$ cat src/rtl/ram_loader.sv
// Runtime memory loader: packs an MSB-first byte stream into 32-bit words and
// writes them to instruction or data memory, holding the selected pipeline stage.
module ram_loader #(
    parameter int ADDR_W = 8,
    parameter int CNT_W  = 9
) (
    input  logic              clock,
    input  logic              reset,
    input  logic              start,
    input  logic              target,
    input  logic [ADDR_W-1:0] start_addr,
    input  logic [CNT_W-1:0]  word_count,
    input  logic              abort,
    input  logic [7:0]        byte_in,
    input  logic              byte_valid,
    output logic              byte_ready,
    output logic              fetch_ram_load,
    output logic              mem_ram_load,
    output logic              ram_we,
    output logic [ADDR_W-1:0] ram_addr,
    output logic [31:0]       ram_wdata,
    output logic              busy,
    output logic              done
);

    typedef enum logic [1:0] {IDLE, RECV, WRITE, DONE} state_t;

    state_t            state, state_next;
    logic              target_q;
    logic [ADDR_W-1:0] addr;
    logic [CNT_W-1:0]  remaining;
    logic [23:0]       word;
    logic [1:0]        byte_idx;
    logic              accept;
    logic              tgt_next;
    logic              busy_next;

    assign accept = (state == RECV) && byte_valid && !abort;

    always_comb begin
        state_next = state;
        case (state)
            IDLE:  if (start) state_next = (word_count == '0) ? DONE : RECV;
            RECV: begin
                if (abort)                            state_next = IDLE;
                else if (byte_valid && byte_idx == 2'd3) state_next = WRITE;
            end
            WRITE: begin
                if (abort)                            state_next = IDLE;
                else if (remaining == CNT_W'(1))      state_next = DONE;
                else                                  state_next = RECV;
            end
            DONE:  state_next = IDLE;
            default: state_next = IDLE;
        endcase
    end

    // Outputs are registered from the next-state decode so they line up with the state they describe.
    assign tgt_next  = (state == IDLE && start) ? target : target_q;
    assign busy_next = (state_next == RECV) || (state_next == WRITE);

    always_ff @(posedge clock or negedge reset) begin
        if (!reset) begin
            state          <= IDLE;
            target_q       <= 1'b0;
            addr           <= '0;
            remaining      <= '0;
            word           <= '0;
            byte_idx       <= '0;
            byte_ready     <= 1'b0;
            fetch_ram_load <= 1'b0;
            mem_ram_load   <= 1'b0;
            ram_we         <= 1'b0;
            ram_addr       <= '0;
            ram_wdata      <= '0;
            busy           <= 1'b0;
            done           <= 1'b0;
        end else begin
            state          <= state_next;
            target_q       <= tgt_next;
            byte_ready     <= (state_next == RECV);
            busy           <= busy_next;
            done           <= (state_next == DONE);
            fetch_ram_load <= busy_next & ~tgt_next;
            mem_ram_load   <= busy_next &  tgt_next;
            ram_we         <= (state_next == WRITE);
            ram_addr       <= (state_next == WRITE) ? addr : '0;
            ram_wdata      <= (state_next == WRITE) ? {word, byte_in} : '0;

            if (state == IDLE && start) begin
                addr      <= start_addr;
                remaining <= word_count;
                word      <= '0;
                byte_idx  <= '0;
            end
            if (accept) begin
                word     <= {word[15:0], byte_in};
                byte_idx <= byte_idx + 2'd1;
            end
            if (state == WRITE && !abort) begin
                addr      <= addr + ADDR_W'(1);
                remaining <= remaining - CNT_W'(1);
            end
        end
    end

endmodule
$ cat config.mk
export PLATFORM = sky130hd
export DESIGN_NAME = ram_loader
export DESIGN_NICKNAME = d
export VERILOG_FILES = /design/src/rtl/ram_loader.sv
export SDC_FILE = /design/constraint.sdc
export NUM_CORES = 1
export LEC_CHECK = 0
export ABC_AREA = 1
export CAP_MARGIN = 20
export CELL_PAD_IN_SITES_DETAIL_PLACEMENT = 0
export CELL_PAD_IN_SITES_GLOBAL_PLACEMENT = 1
export CORE_AREA = 2 2 97 99
export CTS_BUF_LIST = sky130_fd_sc_hd__clkbuf_8
export DETAILED_ROUTE_END_ITERATION = 16
export DIE_AREA = 0 0 99 101
export MAX_ROUTING_LAYER = met4
export PLACE_DENSITY_LB_ADDON = 0.1
export SLEW_MARGIN = 0
export SYNTH_ARGS = -nofsm -noshare
export SYNTH_HDL_FRONTEND = slang
export SYNTH_SLANG_ARGS = --single-unit
$ cat constraint.sdc
create_clock -name clock -period 2.8 [get_ports clock]
set_input_delay 0.84 -clock clock [delete_from_list [all_inputs] [get_ports clock]]
set_output_delay 0.84 -clock clock [all_outputs]
set_load 0.05 [all_outputs]
==> impl_metrics.yaml, run 1 <==
synth:
  netlist_top_cells_area: "sky130_fd_sc_hd__dfrtp_1, sky130_fd_sc_hd__nand2_1, sky130_fd_sc_hd__nor2_2"
  synth_area_leader_cell: "sky130_fd_sc_hd__dfrtp_1"
  synth_cell_type_count: 24
  yosys_warnings: 0
  synth_largest_type_area_fraction: 0.5968
  ys_ff_latch: 92
  ys_seq_area_frac: 0.5968
  synth_cells: 395
  syn_avg_cell_area_sq_um: 9.766
  mappedNetlistArea_sq_um: 3857
  syn-num-nets: 432
setup_path:
  critical_path.max_fanout: 1
  worst-path-buf-inv: 1
  startpoint_type: "register"
  critPathSlowestCell: "sky130_fd_sc_hd__clkdlybuf4s50_1"
  critical_path.cell_chain: "clkdlybuf4s50_1"
  crit_path_dat_ns: 1.51
  worst_path_largest_cell_delay_ns: 0.80
  setup.reg_to_reg.worst_slack_ns: 1.13
  critical_path.endpoint_type: "output pin"
  path_type_of_the_worst_setup_path: "reg2out"
  worst-endpoint-required_ns: 1.96
  critPathTopFamily: "buffers and inverters"
placement:
  port_buffers: 76
  gp_routability_congestion: 0.8322
  numPlacedInstances: 577
  dpl_hpwl_um: 5352
die:
  ioPinCount: 77
  coreArea_sq_um: 8977
  die-height_um: 101
  die_width_um: 99
  initial_core_util: 0.4297
  num_rows: 35
  die-area_sq_um: 9999
grt:
  grt.total_usage: 0.1732
  number_of_global_route_vias_before_repair: 2794
  grt.overflow.total: 0
  largest_net_degree_at_the_start_of_global_routing: 41
  grt_first_pass_wirelength_um: 13310
  grt_antenna_before_repair: 0
power:
  total_leakage_power_nw: 2.347
  totalPowerFinal_mw: 3.139
  ir_worst_vdd_uv: 292.2
  power_density_nw_per_um2: 638.8
sta:
  tightestPinTransition_ns: 0.5318
  clock_skew_ns: 0.01220
  fin_crit_sh: 0.8401
  timing.max_slew.rel_slack: 0.6443
  achievable-frequency_ghz: 0.4251
  maxSlewViolCount: 0
  finalWorstPathRequiredPeriod_ns: 2.352
  hold_violations: 0
  finalSetupViolations: 0
  grt_setup_unrepaired: "false"
  fin_tns_setup_ns: 0
clock_network:
  number_of_buffers_added_to_fix_hold_violations_after_cts: 0
  post_cts.repair.setup_buffers: 0
  cts_inserted_buffers: 9
  clockBufferDepth: 2
  post_cts_resize_count: 0
  sinks_on_clock_net: 92
  htree_levels: 3
  worst_path_clk_slew_ns: 0.10
  cts.root.buffer_cell: "sky130_fd_sc_hd__clkbuf_8"
  tritoncts_clock_tree: "yes"
  clock_insertion_delay_worst_skew_ns: 0.35
finish:
  fill_cells: 828
  antenna_cells: 0
  multi_input_comb_area_sq_um: 1202
  drive_above_1_share: 0.1598
  finish.net_count: 514
  syn_to_final_growth_pct: 27.41
  register_area_sq_um: 2302
  final_cell_count_without_fillers: 593
status:
  outcome: "finished, final reports clean"
drt:
  postRouteWirelength_um: 7726
  vias: 2806
  firstDrtPassIters: 4
  antenna_violating_nets_post_route: 0
  viasPerCell: 4.732
  post-route-drc-count: 0
  post_drt_wl_per_cell_um: 13.03
  detail_route.iter0.violations: 98
job:
  max_cap_violations: 0
min_path:
  worst_hold_path_type: "in2async"
-- cells in the mapped netlist (all sizes together) --
master	n
nand2	75
dfrtp	92
a21oi	5
nor2	64
o221ai	1
ha	6
nand3	28
nand4	1
or2	1
o21a	2
inv	66
o211ai	4
buf	12
o22ai	27
o21ai	10
clkbuf	1
-- metal layers --
| layer | global-route usage | up-vias | wire length [um] |
|---|---|---|---|
| met4 | 0.06006 | 0 | 82 |
| met2 | 0.2625 | 65 | 3543 |
| met3 | 0.03051 | 8 | 314 |
| met5 | - | - | 0 |
| met1 | 0.2373 | 1330 | 3785 |
| li1 | - | 1403 | - |
-- kinds of logic (layout without fill, tap and decap cells) --
logic type | count (synthesis) | count (layout) | share of synthesized area
buf+inv | 79 | 166 | 0.09146
simple gates | 169 | 169 | 0.2151
flops | 92 | 92 | 0.5968
fa+ha+maj | 6 | 6 | 0.01946
compound gates | 49 | 49 | 0.07720
-- worst paths after layout --
| check | start | endpoint | cells after the start |
|---|---|---|---|
| worst min-delay path | reset | ram_wdata[12]$_DFF_PN0_ | 1 |
| worst max register to register | state[1]$_DFF_PN0_ | mem_ram_load$_DFF_PN0_ | 8 |
| min in group clock | byte_idx[0]$_DFFE_PN0P_ | byte_idx[0]$_DFFE_PN0P_ | 1 |
| max in group asynchronous | reset | word[19]$_DFFE_PN0P_ | 2 |
| worst min register to register | byte_idx[0]$_DFFE_PN0P_ | byte_idx[0]$_DFFE_PN0P_ | 1 |
| worst max-delay path | ram_wdata[31]$_DFF_PN0_ | ram_wdata[31] | 1 |
-- final cells by class --
type,instances,share of cell area
sequential,92,0.4684
multi-input combinational,224,0.2447
timing repair buffer,84,0.1716
inverter,66,0.05041
tap,111,0.02826
clock buffer,9,0.02520
clock inverter,7,0.01146
-- registers in the layout, summed over array words and instances (netlist names) --
| signal | count |
|---|---|
| fetch_ram_load | 1 |
| byte_idx | 2 |
| ram_addr | 8 |
| word | 24 |
| ram_wdata | 32 |
| done | 1 |
| byte_ready | 1 |
| busy | 1 |
| mem_ram_load | 1 |
| state | 2 |
| addr | 8 |
| remaining | 9 |
| target_q | 1 |
| ram_we | 1 |
-- stage by stage --
stage	instance area (sq um)	utilization	hold slack [ns]	worst slack [ns]
floorplan	3857	-	0.4461	0.8901
global placement	4735	0.5274	0.4642	0.3945
detailed placement	4735	0.5274	0.4662	0.3166
CTS	4915	0.5475	0.4175	0.4154
global route	4915	0.5475	0.4375	0.3831
finish	4915	0.5475	0.4228	0.4478
-- cells in the final DEF, fill, tap and decap left out, types with 2 or more instances in the layout --
| master | instances |
|---|---|
| sky130_fd_sc_hd__a21oi_1 | 5 |
| sky130_fd_sc_hd__inv_6 | 3 |
| sky130_fd_sc_hd__nand2_4 | 2 |
| sky130_fd_sc_hd__buf_4 | 7 |
| sky130_fd_sc_hd__o21ai_0 | 10 |
| sky130_fd_sc_hd__inv_1 | 62 |
| sky130_fd_sc_hd__ha_1 | 6 |
| sky130_fd_sc_hd__clkbuf_8 | 9 |
| sky130_fd_sc_hd__clkinv_2 | 2 |
| sky130_fd_sc_hd__o21a_1 | 2 |
| sky130_fd_sc_hd__clkdlybuf4s50_1 | 75 |
| sky130_fd_sc_hd__nor2_2 | 41 |
| sky130_fd_sc_hd__dfrtp_1 | 92 |
| sky130_fd_sc_hd__o211ai_1 | 4 |
| sky130_fd_sc_hd__buf_12 | 2 |
| sky130_fd_sc_hd__o22ai_1 | 27 |
| sky130_fd_sc_hd__inv_2 | 4 |
| sky130_fd_sc_hd__nand2_1 | 72 |
| sky130_fd_sc_hd__nand3_2 | 2 |
| sky130_fd_sc_hd__nand3_1 | 24 |
| sky130_fd_sc_hd__nand3_4 | 2 |
| sky130_fd_sc_hd__nor2_1 | 23 |
-- power breakdown --
part           switching [mW]  internal [mW]
registers               0.105           1.48
clock network           0.487          0.337
logic                   0.475          0.254
total                    1.07           2.07
Power figures use the tool's default switching activity.
==> inputs of run 2 (changes only) <==
--- a/config.mk
+++ b/config.mk
@@ -9,10 +9,10 @@
 export CAP_MARGIN = 20
 export CELL_PAD_IN_SITES_DETAIL_PLACEMENT = 0
 export CELL_PAD_IN_SITES_GLOBAL_PLACEMENT = 1
-export CORE_AREA = 2 2 97 99
+export CORE_AREA = 2 2 106 108
 export CTS_BUF_LIST = sky130_fd_sc_hd__clkbuf_8
 export DETAILED_ROUTE_END_ITERATION = 16
-export DIE_AREA = 0 0 99 101
+export DIE_AREA = 0 0 108 110
 export MAX_ROUTING_LAYER = met4
 export PLACE_DENSITY_LB_ADDON = 0.1
 export SLEW_MARGIN = 0
==> constraint.sdc (replaced) <==
create_clock -name clock -period 2.1 [get_ports clock]
set_input_delay 0.63 -clock clock [delete_from_list [all_inputs] [get_ports clock]]
set_output_delay 0.63 -clock clock [all_outputs]
set_load 0.05 [all_outputs]
==> impl_metrics.yaml, run 2 (synthesis gave the netlist of run 1 again) <==
status:
  outcome: "finished, final reports clean"
finish:
  fill_cells: 1067
  syn_to_final_growth_pct: 27.86
  register_area_sq_um: 2302
  finish.net_count: 520
  antenna_cells: 0
  largest_reg_flops: 32
  drive_above_1_share: 0.2213
  regMostFlops: "ram_wdata"
  final_core_utilization: 0.4611
  multi_input_comb_area_sq_um: 1202
  final_design_area_no_fill_sq_um: 4932
  mostFrequentLayoutCells: "sky130_fd_sc_hd__dfrtp_1, sky130_fd_sc_hd__nand2_1, sky130_fd_sc_hd__inv_1"
  top_regs: "ram_wdata (32), word (24), remaining (9)"
  layout.cells.most_common: "sky130_fd_sc_hd__dfrtp_1"
grt:
  grt.total_usage: 0.1562
  grt_antenna_before_repair: 0
  grt.overflow.total: 0
  number_of_global_route_vias_before_repair: 2752
  largest_net_degree_at_the_start_of_global_routing: 41
  grt_first_pass_wirelength_um: 13880
die:
  ioPinCount: 77
  initial_core_util: 0.3606
  die_width_um: 108
  coreArea_sq_um: 10700
  die-area_sq_um: 11880
  num_rows: 38
  die-height_um: 110
setup_path:
  critical_path.max_fanout: 1
  crit_path_dat_ns: 1.23
  worst-path-buf-inv: 1
  path_type_of_the_worst_setup_path: "reg2out"
  worst-endpoint-required_ns: 1.47
  critical_path.cell_chain: "dlygate4sd2_1"
  worst_path_largest_cell_delay_ns: 0.52
  startpoint_type: "register"
  critPathTopFamily: "buffers and inverters"
  setup.reg_to_reg.worst_slack_ns: 0.61
  critPathSlowestCell: "sky130_fd_sc_hd__dlygate4sd2_1"
  critical_path.endpoint_type: "output pin"
drt:
  postRouteWirelength_um: 8262
  firstDrtPassIters: 4
  detail_route.iter0.violations: 135
  vias: 2825
  post-route-drc-count: 0
  post_drt_wl_per_cell_um: 13.16
  viasPerCell: 4.498
  antenna_violating_nets_post_route: 0
clock_network:
  post_cts_resize_count: 20
  worst_path_clk_slew_ns: 0.11
  cts_inserted_buffers: 9
  cts.root.buffer_cell: "sky130_fd_sc_hd__clkbuf_8"
  number_of_buffers_added_to_fix_hold_violations_after_cts: 0
  tritoncts_clock_tree: "yes"
  htree_levels: 3
  clock_insertion_delay_worst_skew_ns: 0.37
  post_cts.repair.setup_buffers: 0
  clockBufferDepth: 2
  sinks_on_clock_net: 92
power:
  total_leakage_power_nw: 2.530
  ir_worst_vdd_uv: 401.7
  power_density_nw_per_um2: 862.6
sta:
  timing.max_slew.rel_slack: 0.6680
  fin_crit_sh: 0.8878
  finalSetupViolations: 0
  finalWorstPathRequiredPeriod_ns: 1.864
  tightestPinTransition_ns: 0.4979
  hold_violations: 0
  maxSlewViolCount: 0
  fin_tns_setup_ns: 0
  achievable-frequency_ghz: 0.5363
  grt_setup_unrepaired: "false"
  clock_skew_ns: 0.01915
placement:
  postPlaceCellArea_sq_um: 4776
  gp_routability_congestion: 0.7791
  dpl_hpwl_um: 5693
  port_buffers: 76
job:
  max_cap_violations: 0
min_path:
  worst_hold_path_type: "in2async"
==> run 2: worst paths after layout <==
| check | start | endpoint | cells after the start |
|---|---|---|---|
| min reg2reg | byte_idx[0]$_DFFE_PN0P_ | byte_idx[0]$_DFFE_PN0P_ | 1 |
| min | reset | ram_wdata[28]$_DFF_PN0_ | 1 |
| max in group asynchronous | reset | ram_wdata[18]$_DFF_PN0_ | 2 |
| min in group clock | byte_idx[0]$_DFFE_PN0P_ | byte_idx[0]$_DFFE_PN0P_ | 1 |
| max | ram_wdata[12]$_DFF_PN0_ | ram_wdata[12] | 1 |
| max reg2reg | remaining[1]$_DFFE_PN0P_ | mem_ram_load$_DFF_PN0_ | 8 |
==> run 2: per-stage QoR <==
step,instances,setup WS (ns),hold WS [ns],power [mW]
6_report,628,0.2355,0.2102,4.255
5_1_grt,628,0.1650,0.2264,4.553
4_1_cts,628,0.2099,0.2264,4.309
3_5_place_dp,612,0.0006952,0.4767,3.168
3_3_place_gp,612,0.03193,0.4682,3.157
2_1_floorplan,395,0.4001,0.3344,2.812
==> run 2: layout make-up <==
class | count | area share
Timing Repair Buffer | 90 | 0.1669
Clock buffer | 9 | 0.02511
Sequential cell | 92 | 0.4668
Inverter | 66 | 0.05023
Multi-Input combinational cell | 224 | 0.2438
Tap cell | 140 | 0.03551
Clock inverter | 7 | 0.01167
==> run 2: metal layers <==
| layer | GRT usage | share of wire | vias up |
|---|---|---|---|
| li1 | - | - | 1412 |
| met1 | 0.2130 | 0.48 | 1346 |
| met2 | 0.2345 | 0.46 | 59 |
| met3 | 0.02881 | 0.048 | 8 |
| met4 | 0.05769 | 0.013 | 0 |
| met5 | - | 0 | - |
==> run 2: power by group <==
group / switching [mW] / leakage (nW) / internal, mW
Clock: 0.680 / 0.0939 / 0.450
Sequential: 0.143 / 1.24 / 1.98
Combinational: 0.645 / 1.20 / 0.360
Total: 1.47 / 2.53 / 2.79
